<file path="src/rtl/cpu_pkg.sv">
// Shared CPU definitions: bus widths, opcode encodings and fetch byte-sequencer states.
package cpu_pkg;

  localparam int CPU_DATA_W  = 8;
  localparam int CPU_OP_W    = 3;
  localparam int CPU_ADDR_W  = 2 * CPU_DATA_W - CPU_OP_W;
  localparam int TRACE_DEPTH = 4;

  typedef enum logic [2:0] {
    OP_HLT = 3'b000,
    OP_LDA = 3'b001,
    OP_STA = 3'b010,
    OP_ADD = 3'b011,
    OP_SUB = 3'b100,
    OP_AND = 3'b101,
    OP_JZ  = 3'b110,
    OP_JMP = 3'b111
  } opcode_e;

  typedef enum logic {
    BYTE_HI = 1'b0,
    BYTE_LO = 1'b1
  } byte_state_e;

endpackage

</file>
<file path="src/rtl/fetch_trace_buf.sv">
// 4-entry circular log of the PC at each instruction start; oldest entry overwritten.
// Write takes effect on the clock edge; read is combinational, count saturates at depth.
module fetch_trace_buf
  import cpu_pkg::*;
#(
  parameter int ADDR_W = CPU_ADDR_W
) (
  input  logic              clk,
  input  logic              rst_n,
  input  logic              wr_en,
  input  logic [ADDR_W-1:0] wr_data,
  input  logic [1:0]        sel,
  output logic [ADDR_W-1:0] rd_data,
  output logic [2:0]        cnt
);

  logic [ADDR_W-1:0] entry [TRACE_DEPTH];
  logic [1:0]        wr_ptr;

  always_ff @(posedge clk or negedge rst_n) begin
    if (!rst_n) begin
      for (int i = 0; i < TRACE_DEPTH; i++) begin
        entry[i] <= '0;
      end
      wr_ptr <= '0;
      cnt    <= '0;
    end else if (wr_en) begin
      entry[wr_ptr] <= wr_data;
      wr_ptr        <= wr_ptr + 2'd1;
      if (cnt != 3'(TRACE_DEPTH)) begin
        cnt <= cnt + 3'd1;
      end
    end
  end

  assign rd_data = entry[sel];

endmodule

</file>
<file path="src/rtl/fetch_unit.sv">
// Instruction fetch: builds a 16-bit IR from two byte reads, holds the PC, drives the address mux.
// Fields registered one cycle after each strobe, no backpressure; FETCH_TRACE_EN adds a PC trace buffer.
module fetch_unit
  import cpu_pkg::*;
#(
  parameter  int DATA_W   = CPU_DATA_W,
  parameter  int OP_W     = CPU_OP_W,
  parameter  int RESET_PC = 0,
  localparam int ADDR_W   = 2 * DATA_W - OP_W
) (
  input  logic              clk,
  input  logic              rst_n,
  input  logic [DATA_W-1:0] data_in,
  input  logic              load_ir,
  input  logic              pc_inc,
  input  logic              load_pc,
  input  logic              fetch,
  output logic [OP_W-1:0]   opcode,
  output logic [ADDR_W-1:0] ir_addr,
  output logic [ADDR_W-1:0] pc_addr,
  output logic [ADDR_W-1:0] addr,
  output logic              ir_valid,
  input  logic [1:0]        trace_sel,
  output logic [ADDR_W-1:0] trace_pc,
  output logic [2:0]        trace_cnt
);

  localparam int IR_W = 2 * DATA_W;

  logic [IR_W-1:0]   ir;
  logic [ADDR_W-1:0] pc;
  byte_state_e       byte_state;
  logic              hi_capture;

  assign hi_capture = load_ir && (byte_state == BYTE_HI);

  // A gap in load_ir always drops back to HI so an abandoned fetch cannot misalign the next one.
  always_ff @(posedge clk or negedge rst_n) begin
    if (!rst_n) begin
      ir         <= '0;
      ir_valid   <= 1'b0;
      byte_state <= BYTE_HI;
      pc         <= ADDR_W'(RESET_PC);
    end else begin
      if (load_ir) begin
        if (byte_state == BYTE_HI) begin
          ir[IR_W-1 -: DATA_W] <= data_in;
          ir_valid             <= 1'b0;
          byte_state           <= BYTE_LO;
        end else begin
          ir[DATA_W-1:0] <= data_in;
          ir_valid       <= 1'b1;
          byte_state     <= BYTE_HI;
        end
      end else begin
        byte_state <= BYTE_HI;
      end

      if (load_pc) begin
        pc <= ir[ADDR_W-1:0];
      end else if (pc_inc) begin
        pc <= pc + 1'b1;
      end
    end
  end

  assign opcode  = ir[IR_W-1 -: OP_W];
  assign ir_addr = ir[ADDR_W-1:0];
  assign pc_addr = pc;
  assign addr    = fetch ? pc : ir[ADDR_W-1:0];

`ifdef FETCH_TRACE_EN
  fetch_trace_buf #(
    .ADDR_W (ADDR_W)
  ) u_trace (
    .clk     (clk),
    .rst_n   (rst_n),
    .wr_en   (hi_capture),
    .wr_data (pc),
    .sel     (trace_sel),
    .rd_data (trace_pc),
    .cnt     (trace_cnt)
  );
`else
  logic unused_trace;
  assign unused_trace = ^{trace_sel, hi_capture};
  assign trace_pc     = '0;
  assign trace_cnt    = '0;
`endif

endmodule

</file>
<file path="config.mk">
export PLATFORM = sky130hd
export DESIGN_NAME = fetch_unit
export DESIGN_NICKNAME = d
export VERILOG_FILES = /design/src/rtl/cpu_pkg.sv /design/src/rtl/fetch_trace_buf.sv /design/src/rtl/fetch_unit.sv
export SDC_FILE = /design/constraint.sdc
export NUM_CORES = 1
export LEC_CHECK = 0
export BUFFER_PORTS_ARGS = -buffer_cell sky130_fd_sc_hd__buf_2
export CORE_ASPECT_RATIO = 1.5
export CORE_MARGIN = 1
export CORE_UTILIZATION = 42
export DETAILED_ROUTE_END_ITERATION = 8
export HOLD_SLACK_MARGIN = 0.12
export PLACE_DENSITY = 0.76
export SYNTH_ARGS = -nofsm -noshare
export SYNTH_HDL_FRONTEND = slang
export SYNTH_SLANG_ARGS = --single-unit
</file>
<file path="constraint.sdc">
create_clock -name clk -period 1.45 [get_ports clk]
set_input_delay 0.29 -clock clk [delete_from_list [all_inputs] [get_ports clk]]
set_output_delay 0.29 -clock clk [all_outputs]
set_load 0.03 [all_outputs]
</file>
## Word level (Yosys, flattened, before mapping)

Cells that the tools add are included.

| cells by class | value |
|---|---|
| add/subtract/negate cells | 1 |
| $mul | 0 |
| divide/modulo/power cells | 0 |
| $lt $le $gt $ge | 0 |
| equal/unequal tests | 0 |
| shifts and indexed selects | 0 |
| muxes and demuxes | 6 |
| bitwise gates (word level) | 1 |
| reduce and logical (&&, ||, !) cells | 3 |

Operator list:

| operator | count |
|---|---|
| two-way mux 13 bit | 3 |
| adder 13 x 1 -> 13 bit, second input constant | 1 |
| AND reduction 2 bit | 2 |
| two-way mux 1 bit | 3 |
| nonzero test 2 bit | 1 |
| inverter 1 bit | 1 |

| word-level totals | value |
|---|---|
| bits in registers | 31 |
| bits in latches | 0 |
| RAM bits | 0 |
| ROM bits | 0 |
| bits of input ports | 16 |
| output and inout port bits | 59 |
| word-level logic and storage cells | 16 |
| memories kept | 0 |

## Depth between registers and ports, before layout

Gate-level depths: netlist (run 1).

| depth | value |
|---|---|
| depth after elaboration | 3 |
| depth in mapped cells | 5 |
| gate-level depth less buffers | 5 |

## Least setup slack after synthesis (run 1)

Ideal clock, no wire load.

| path | value |
|---|---|
| path type | reg-to-reg |
| from | register pc[0] (netlist: pc_addr[0]) |
| to | register pc[12] (netlist: pc_addr[12]) |
| library setup time | 0.125 ns |
| data arrival time | 1.554 ns |
| data required time | 1.325 ns |
| slack | -0.228 ns |
| cell stages (with the launch flop) | 6 |
| buffers on the path | 0 |
| period minus slack after synthesis | 1.678 ns |
| path through | dfrtp_1 > ha_1 > nand3_2 > nor4_2 > xor2_1 > mux2_2 |

| on the way | value |
|---|---|
| longest elaborated chain between the ends | 3 |

RTL lines:

| element | RTL line | source |
|---|---|---|
| from (decl) | fetch_unit.sv:31 | `logic [ADDR_W-1:0] pc;` |
| from (signal assigned) | fetch_unit.sv:43 | `pc <= ADDR_W'(RESET_PC);` |
| from (signal assigned) | fetch_unit.sv:60 | `pc <= ir[ADDR_W-1:0];` |
| from (signal assigned) | fetch_unit.sv:62 | `pc <= pc + 1'b1;` |
| adder 13 x 1 -> 13 bit | fetch_unit.sv:62 |  |
| two-way mux 13 bit | fetch_unit.sv:61 | `end else if (pc_inc) begin` |
| two-way mux 13 bit | fetch_unit.sv:59 | `if (load_pc) begin` |

Every way passes these cells. The select of a mux whose other input is x is not followed.
A chain may end at the register's enable or synchronous reset.

## Worst setup path after layout (run 1)

| path | value |
|---|---|
| from | register pc[1] (netlist: pc_addr[1]) |
| to | output port addr[1] |

| on the way | value |
|---|---|
| longest elaborated chain between the ends | 1 |

RTL lines:

| element | RTL line | source |
|---|---|---|
| two-way mux 13 bit | fetch_unit.sv:70 | `assign addr = fetch ? pc : ir[ADDR_W-1:0];` |
| to (decl) | fetch_unit.sv:21 | `output logic [ADDR_W-1:0] addr,` |

Every way passes these cells.

==> qor.yml, run 1 <==
clock_tree:
  cts_tree: "yes"
  cts_root_buf: "clkbuf_8"
  cts.sinks: 31
  clk_pin_slew_ns: 0.07
  clockBufferDepth: 2
  worstSkewPairLatency_ns: 0.29
  cts_made_buffers: 5
  htree_levels: 2
die:
  chipWidth_um: 53.38
  die_area_um2: 4220
  core_area_um2: 3716
  rows: 27
  fp.dieH_um: 79.07
  start_util_pct: 44.75
  io_pins: 75
timing:
  slew_violations: 0
  finalClockSkew_ns: 0.007552
  fin_crit_sh_pct: 103.7
  max_freq_mhz: 665.2
  fin_ws_ns: -0.05326
  period_needed_ns: 1.503
  hold_violations: 0
  setup_violations: 2
  rsz0062_at_grt: "yes"
finish:
  area_growth_pct: 48.61
  final_area_um2: 2471
  num-nets-final: 253
  fill_cells: 284
  drive_gt1_share_pct: 60.76
  utilization_pct: 66.50
  insertedDiodeCount: 0
setup_path:
  crit_path_end_kind: "output pin"
  cpMostUsedCell: "buf_6"
  cp-start-kind: "register"
  path_cells: "buf_6 -> mux2_4 -> buf_6"
  cp_slowest_stage_delay_ns: 0.41
  rr_startpoint: "pc_addr[6]"
  cpLargestDelayFamily: "flip-flops"
  cp.required_ns: 1.16
  cp.arrival_ns: 1.21
  reg2reg_slack_ns: 0
  path_max_fanout: 3
  crit_buf_inv: 2
  reg2reg_depth: 6
  r2r-end: "pc_addr[11]"
  cp_slowest_cell: "dfrtp_2"
  critPathKind: "reg2out"
placed_design:
  dp_slack_ns: 0.04801
  placedInstanceArea_um2: 2061
  dp_hpwl_mm: 2.666
  gp_congestion: 0.7730
  port_buffers: 56
synth:
  ys_ff_latch: 31
  synth_top_cell_by_area: "dfrtp_1"
  synth_area_per_cell_um2: 11.47
  ys.flop_type: "dfrtp_1"
  yosys_warnings: 0
  synth.cell_area_um2: 1663
  yosysTopAreaCellShare_pct: 46.65
  synthTopCellsByCount: "31 x dfrtp_1, 30 x mux2_2, 18 x nand2_1, 16 x buf_4, 9 x o21ai_0"
  synth_async_sr_flop_share_pct: 100.0
  postSynthCellCount: 145
  synth.most_common_cell: "dfrtp_1"
  synth_edf_count: 0
  synth.distinct_cells: 22
  ys_top_cells_by_area: "dfrtp_1 47%, mux2_2 20%, buf_4 7.2%"
  yosysSeqAreaShare_pct: 46.65
pwr:
  ir_worst_vdd_uv: 1344
  p_leak_nw: 1.189
  power.density_nw_per_um2: 1433
run_status:
  outcome: "finished with violations"
  violations: "negative setup slack"
worst_hold_path:
  holdPathStages: 2
  hold_end: "ir_valid"
  hp-start: "load_ir"
  hp-class: "in2reg"
global_routing:
  use_met1_pct: 26.28
  gr-usage-met2_pct: 35.25
  antenna_found_initial: 0
  gr-total-overflow: 0
  met3_usage_pct: 5.364
  grt_max_degree: 25
  grt_pass1_wl_mm: 6.451
  top_usage_layer: "met2"
  grt_use_total_pct: 21.47
  grt_pass1_vias: 1331
drt:
  drt_pre_antenna_iters: 4
  avgRoutedWirePerCell_um: 14.52
  wl_mm: 4.066
  drtIter0Drc: 22
  postRouteAntennaNets: 0
  vias_per_cell: 4.964
  vias: 1390
  drc: 0
run:
  drv_cap: 0
## cell families after synthesis
logic type / synth area share [%]
buffers and inverters: 9.030
AND/OR/NAND/NOR: 12.19
adder cells (fa/ha/maj): 0.7523
other: 0.2255
flip-flops: 46.65
XOR/XNOR: 6.320
AO/OA/AOI/OAI: 3.913
multiplexers: 20.92
## worst register-to-register path, stage by stage (launching register included)
cell     delay, ns
dfrtp_2       0.40
buf_6         0.11
nand4_4       0.09
buf_6         0.15
nor4_4        0.31
xnor2_1       0.17
o21ai_1       0.10
## what timing repair did
| action | 4_1_cts | 5_1_grt |
|---|---|---|
| pin swaps | 0 | 4 |
| endpoints found under the hold margin | 14 | 0 |
| gates resized for setup | 25 | 20 |
| setup endpoints to repair | 12 | 17 |
| cloned | 0 | 0 |
| hold buffers | 1 | 0 |
| buffers inserted | 17 | 7 |
## routing by layer
layer  share of wire (%)  wire [µm]  vias up
li1                    -          -      646
met1                  40       1614      685
met2                  53       2167       51
met3                 4.8        196        8
met4                 2.2         88        0
met5                   0          0        -
## worst max path at each step
stage | startpoint | endpoint | cells after the start
after global placement | pc_addr[0] | pc_addr[12] | 5
after CTS | pc_addr[1] | addr[1] | 3
final | pc_addr[1] | addr[1] | 3
after global routing | pc_addr[1] | addr[1] | 3
after detailed placement | pc_addr[0] | pc_addr[12] | 5
after floorplan | pc_addr[9] | pc_addr[12] | 4
## cells in the final DEF (no fill, tap or decap), drive strengths merged
cell         instances
o21ai               13
nand3                3
nor2b                1
mux2                30
nand4                3
mux2i                1
nor3                 3
clkbuf               8
xnor2                8
xor2                 4
inv                  2
ha                   1
nor2                 2
conb                16
nand2               18
nor4                 3
dlygate4sd3          1
buf                 89
dfrtp               31
## through the flow
step	power (W)	instances	hold WS (ns)	setup TNS, ns
after CTS	0.003430	273	0.2155	-0.09680
final	0.003541	280	0.2180	-0.09513
after detailed placement	0.002478	252	0.2312	0
after global routing	0.003709	280	0.2441	-0.3316
after global placement	0.002457	252	0.2331	0
after floorplan	0.002079	160	-0.005591	0
## registers in the layout, indices dropped and copies added, names as in the netlist
name        cells
ir             16
pc_addr        13
byte_state      1
ir_valid        1
## cell type report
cell class                      instances  area [µm²]  share of cell area (%)
Clock buffer                            8       100.1                   4.051
Tap cell                               43       53.80                   2.177
Multi-Input combinational cell        106       874.6                   35.39
Timing Repair Buffer                   90       649.4                   26.28
Sequential cell                        31       785.8                   31.80
Inverter                                2       7.507                  0.3038
## report_power, final
part | internal (W) | switching, W
Clock | 0.000433 | 0.000319
Combinational | 0.000687 | 0.000937
Sequential | 0.00102 | 0.000142
Total | 0.00214 | 0.00140
(Power assumes the default switching activity.)
==> inputs of run 2 (changes only) <==
--- a/config.mk
+++ b/config.mk
@@ -12,6 +12,7 @@
 export DETAILED_ROUTE_END_ITERATION = 8
 export HOLD_SLACK_MARGIN = 0.12
 export PLACE_DENSITY = 0.76
+export SETUP_SLACK_MARGIN = 0.2
 export SYNTH_ARGS = -nofsm -noshare
 export SYNTH_HDL_FRONTEND = slang
 export SYNTH_SLANG_ARGS = --single-unit
==> run 2 against run 1 <==
Against the previous run: the flow still finishes with violations (negative setup slack); wire length is 35% higher; critical path depth is the same; register-to-register slack hardly changed; fmax decreased by 0.85%; via count rose by 10%; die area unchanged; final area rose by 18%; non-clock buffer count increased by 21; clock power hardly changed; critical endpoint is now addr[9].
==> qor.yml, run 2 (synthesis results as in run 1) <==
clock_tree:
  cts.sinks: 31  # unchanged
  cts_root_buf: "clkbuf_8"  # unchanged
  cts_made_buffers: 5  # unchanged
  cts_tree: "yes"  # unchanged
  htree_levels: 2  # unchanged
  clk_pin_slew_ns: 0.07  # about the same
  clockBufferDepth: 2  # unchanged
  worstSkewPairLatency_ns: 0.28  # was 0.29 ns
pwr:
  p_leak_nw: 1.419  # was 1.189 nW
  p_switching_w: 0.001589  # was 0.001398 W
  p_comb_share_pct: 53.3  # was 45.8%
  intPower_w: 0.002516  # was 0.002143 W
  ir_worst_vdd_uv: 1206  # was 1344 µV
  power.density_nw_per_um2: 1405  # was 1433 nW/µm²
  p_seq_share_pct: 28.4  # was 32.9%
  power_frac_clock_pct: 18.3  # was 21.2%
  finalPower_w: 0.004104  # was 0.003541 W
  power.share.switching_pct: 38.70  # was 39.48%
timing:
  max_freq_mhz: 659.6  # was 665.2 MHz
  slew_violations: 0  # unchanged
  fin_crit_sh_pct: 104.6  # was 103.7%
  hold_violations: 0  # unchanged
  fin_ws_ns: -0.06612  # was -0.05326 ns
  rsz0062_at_grt: "yes"  # unchanged
  period_needed_ns: 1.516  # was 1.503 ns
  setup_violations: 8  # was 2
  finalClockSkew_ns: 0.006794  # was 0.007552 ns
setup_path:
  reg2reg_depth: 5  # was 6
  reg2reg_slack_ns: 0  # about the same
  cp_slowest_stage_delay_ns: 0.42  # was 0.41 ns
  crit_start: "pc_addr[9]"  # was pc_addr[1]
  cp.arrival_ns: 1.23  # was 1.21 ns
  path_max_fanout: 3  # unchanged
  r2r-end: "pc_addr[12]"  # was pc_addr[11]
  cp.required_ns: 1.16  # about the same
  crit_path_end: "addr[9]"  # was addr[1]
  critPathKind: "reg2out"  # unchanged
  path_cells: "buf_6 -> mux2_4 -> buf_6"  # unchanged
  crit_path_end_kind: "output pin"  # unchanged
  rr_startpoint: "pc_addr[10]"  # was pc_addr[6]
  cp_slowest_cell: "dfrtp_2"  # unchanged
  cp-start-kind: "register"  # unchanged
  cpMostUsedCell: "buf_6"  # unchanged
global_routing:
  grt_pass1_wl_mm: 7.376  # was 6.451 mm
  grt_pass1_vias: 1478  # was 1,331
  grt_use_total_pct: 24.94  # was 21.47%
  grt_max_degree: 32  # was 25
  gr-total-overflow: 0  # unchanged
  antenna_found_initial: 0  # unchanged
drt:
  postRouteAntennaNets: 0  # unchanged
  avgRoutedWirePerCell_um: 18.26  # was 14.52 µm
  wl_mm: 5.497  # was 4.066 mm
  wl_met1_mm: 2.107  # was 1.614 mm
  vias: 1532  # was 1,390
  drt_pre_antenna_iters: 4  # unchanged
  met2WireLength_mm: 3.046  # was 2.167 mm
  dr_wl_met3_um: 233  # was 196 µm
  topRoutingLayerUsed: "met4"  # unchanged
  vias_per_cell: 5.090  # was 4.964
  drc: 0  # unchanged
  drtIter0Drc: 26  # was 22
finish:
  drive_gt1_share_pct: 67.83  # was 60.76%
  top_register: "ir"  # unchanged
  fill_cells: 224  # was 284
  layout_commonest_cell: "buf_6"  # was buf_2
  largest_register_ffs: 16  # unchanged
  layout.cells.most_common_list: "61 x buf_6, 24 x buf_2, 24 x buf_4, 20 x dfrtp_1, 17 x mux2_2"  # was 44 x buf_2, 28 x buf_4, 24 x mux2_2, 23 x dfrtp_1, 17 x nand2_1
  num-nets-final: 274  # was 253
  area_growth_pct: 75.70  # was 48.61%
  insertedDiodeCount: 0  # unchanged
die:
  io_pins: 75  # unchanged
  chipWidth_um: 53.38  # unchanged
  die_area_um2: 4220  # unchanged
  core_area_um2: 3716  # unchanged
  fp.dieH_um: 79.07  # unchanged
  rows: 27  # unchanged
  start_util_pct: 44.75  # unchanged
run_status:
  outcome: "finished with violations"  # unchanged
  violations: "negative setup slack"  # unchanged
worst_hold_path:
  holdPathStages: 2  # unchanged
  hp-class: "in2reg"  # unchanged
placed_design:
  port_buffers: 56  # unchanged
  dp_hpwl_mm: 2.644  # was 2.666 mm
  dp_slack_ns: 0.09009  # was 0.04801 ns
  gp_congestion: 0.8725  # was 0.7730
run:
  drv_cap: 0  # unchanged
## run 2: layout make-up
| class | count | area, µm² | share of cell area (%) |
|---|---|---|---|
| repair buffers | 111 | 1017 | 34.82 |
| multi-input cells | 106 | 953.4 | 32.63 |
| flip-flops and latches | 31 | 789.5 | 27.02 |
| clock buffers | 8 | 100.1 | 3.426 |
| well taps | 43 | 53.80 | 1.842 |
| inverters | 2 | 7.507 | 0.2570 |
## run 2: power by group through the flow
stage | logic [W] | registers, W | clock network, W
finish | 0.00219 | 0.00117 | 0.000751
global route | 0.00228 | 0.00118 | 0.000796
CTS | 0.00192 | 0.00115 | 0.000758
detailed placement | 0.00129 | 0.00121 | 0
global placement | 0.00127 | 0.00121 | 0
floorplan | 0.000584 | 0.00151 | 0
## run 2: routing by layer
layer | global-route usage (%) | vias up
met5 | 0 | -
li1 | - | 690
met2 | 42.13 | 64
met1 | 29.32 | 767
met3 | 5.556 | 11
met4 | 10.53 | 0
## run 2: worst min path at each step
stage / from / end / slack, ns
finish: data_in[6] / ir[6] / 0.25
global route: data_in[6] / ir[6] / 0.24
CTS: load_ir / ir_valid / 0.21
detailed placement: rst_n / ir[14] / 0.32
global placement: rst_n / ir[13] / 0.32
floorplan: rst_n / byte_state / -0.006
## run 2: worst max-delay path: cells and delay by family (launching register included)
family                 cells  cell delay, ns
DFF                        1            0.42
muxes                      1            0.26
buffers and inverters      2            0.26
## run 2: per-stage QoR
step	utilization, %	hold WS, ns	cells	setup TNS, ns	area (µm²)
2_1_floorplan	-	-0.005591	160	0	1760
3_3_place_gp	55.89	0.3246	253	0	2077
3_5_place_dp	55.89	0.3213	253	0	2077
4_1_cts	73.06	0.2128	290	-0.3408	2715
5_1_grt	78.62	0.2359	301	-0.6537	2922
6_report	78.62	0.2493	301	-0.3315	2922
## run 2: what timing repair did
item | in CTS | in global routing
pin swaps | 10 | 9
endpoints found under the setup margin | 28 | 48
resized for setup | 89 | 38
buffers inserted | 28 | 11
cloned | 0 | 0
hold buffers | 1 | 0
hold endpoints to repair | 31 | 0
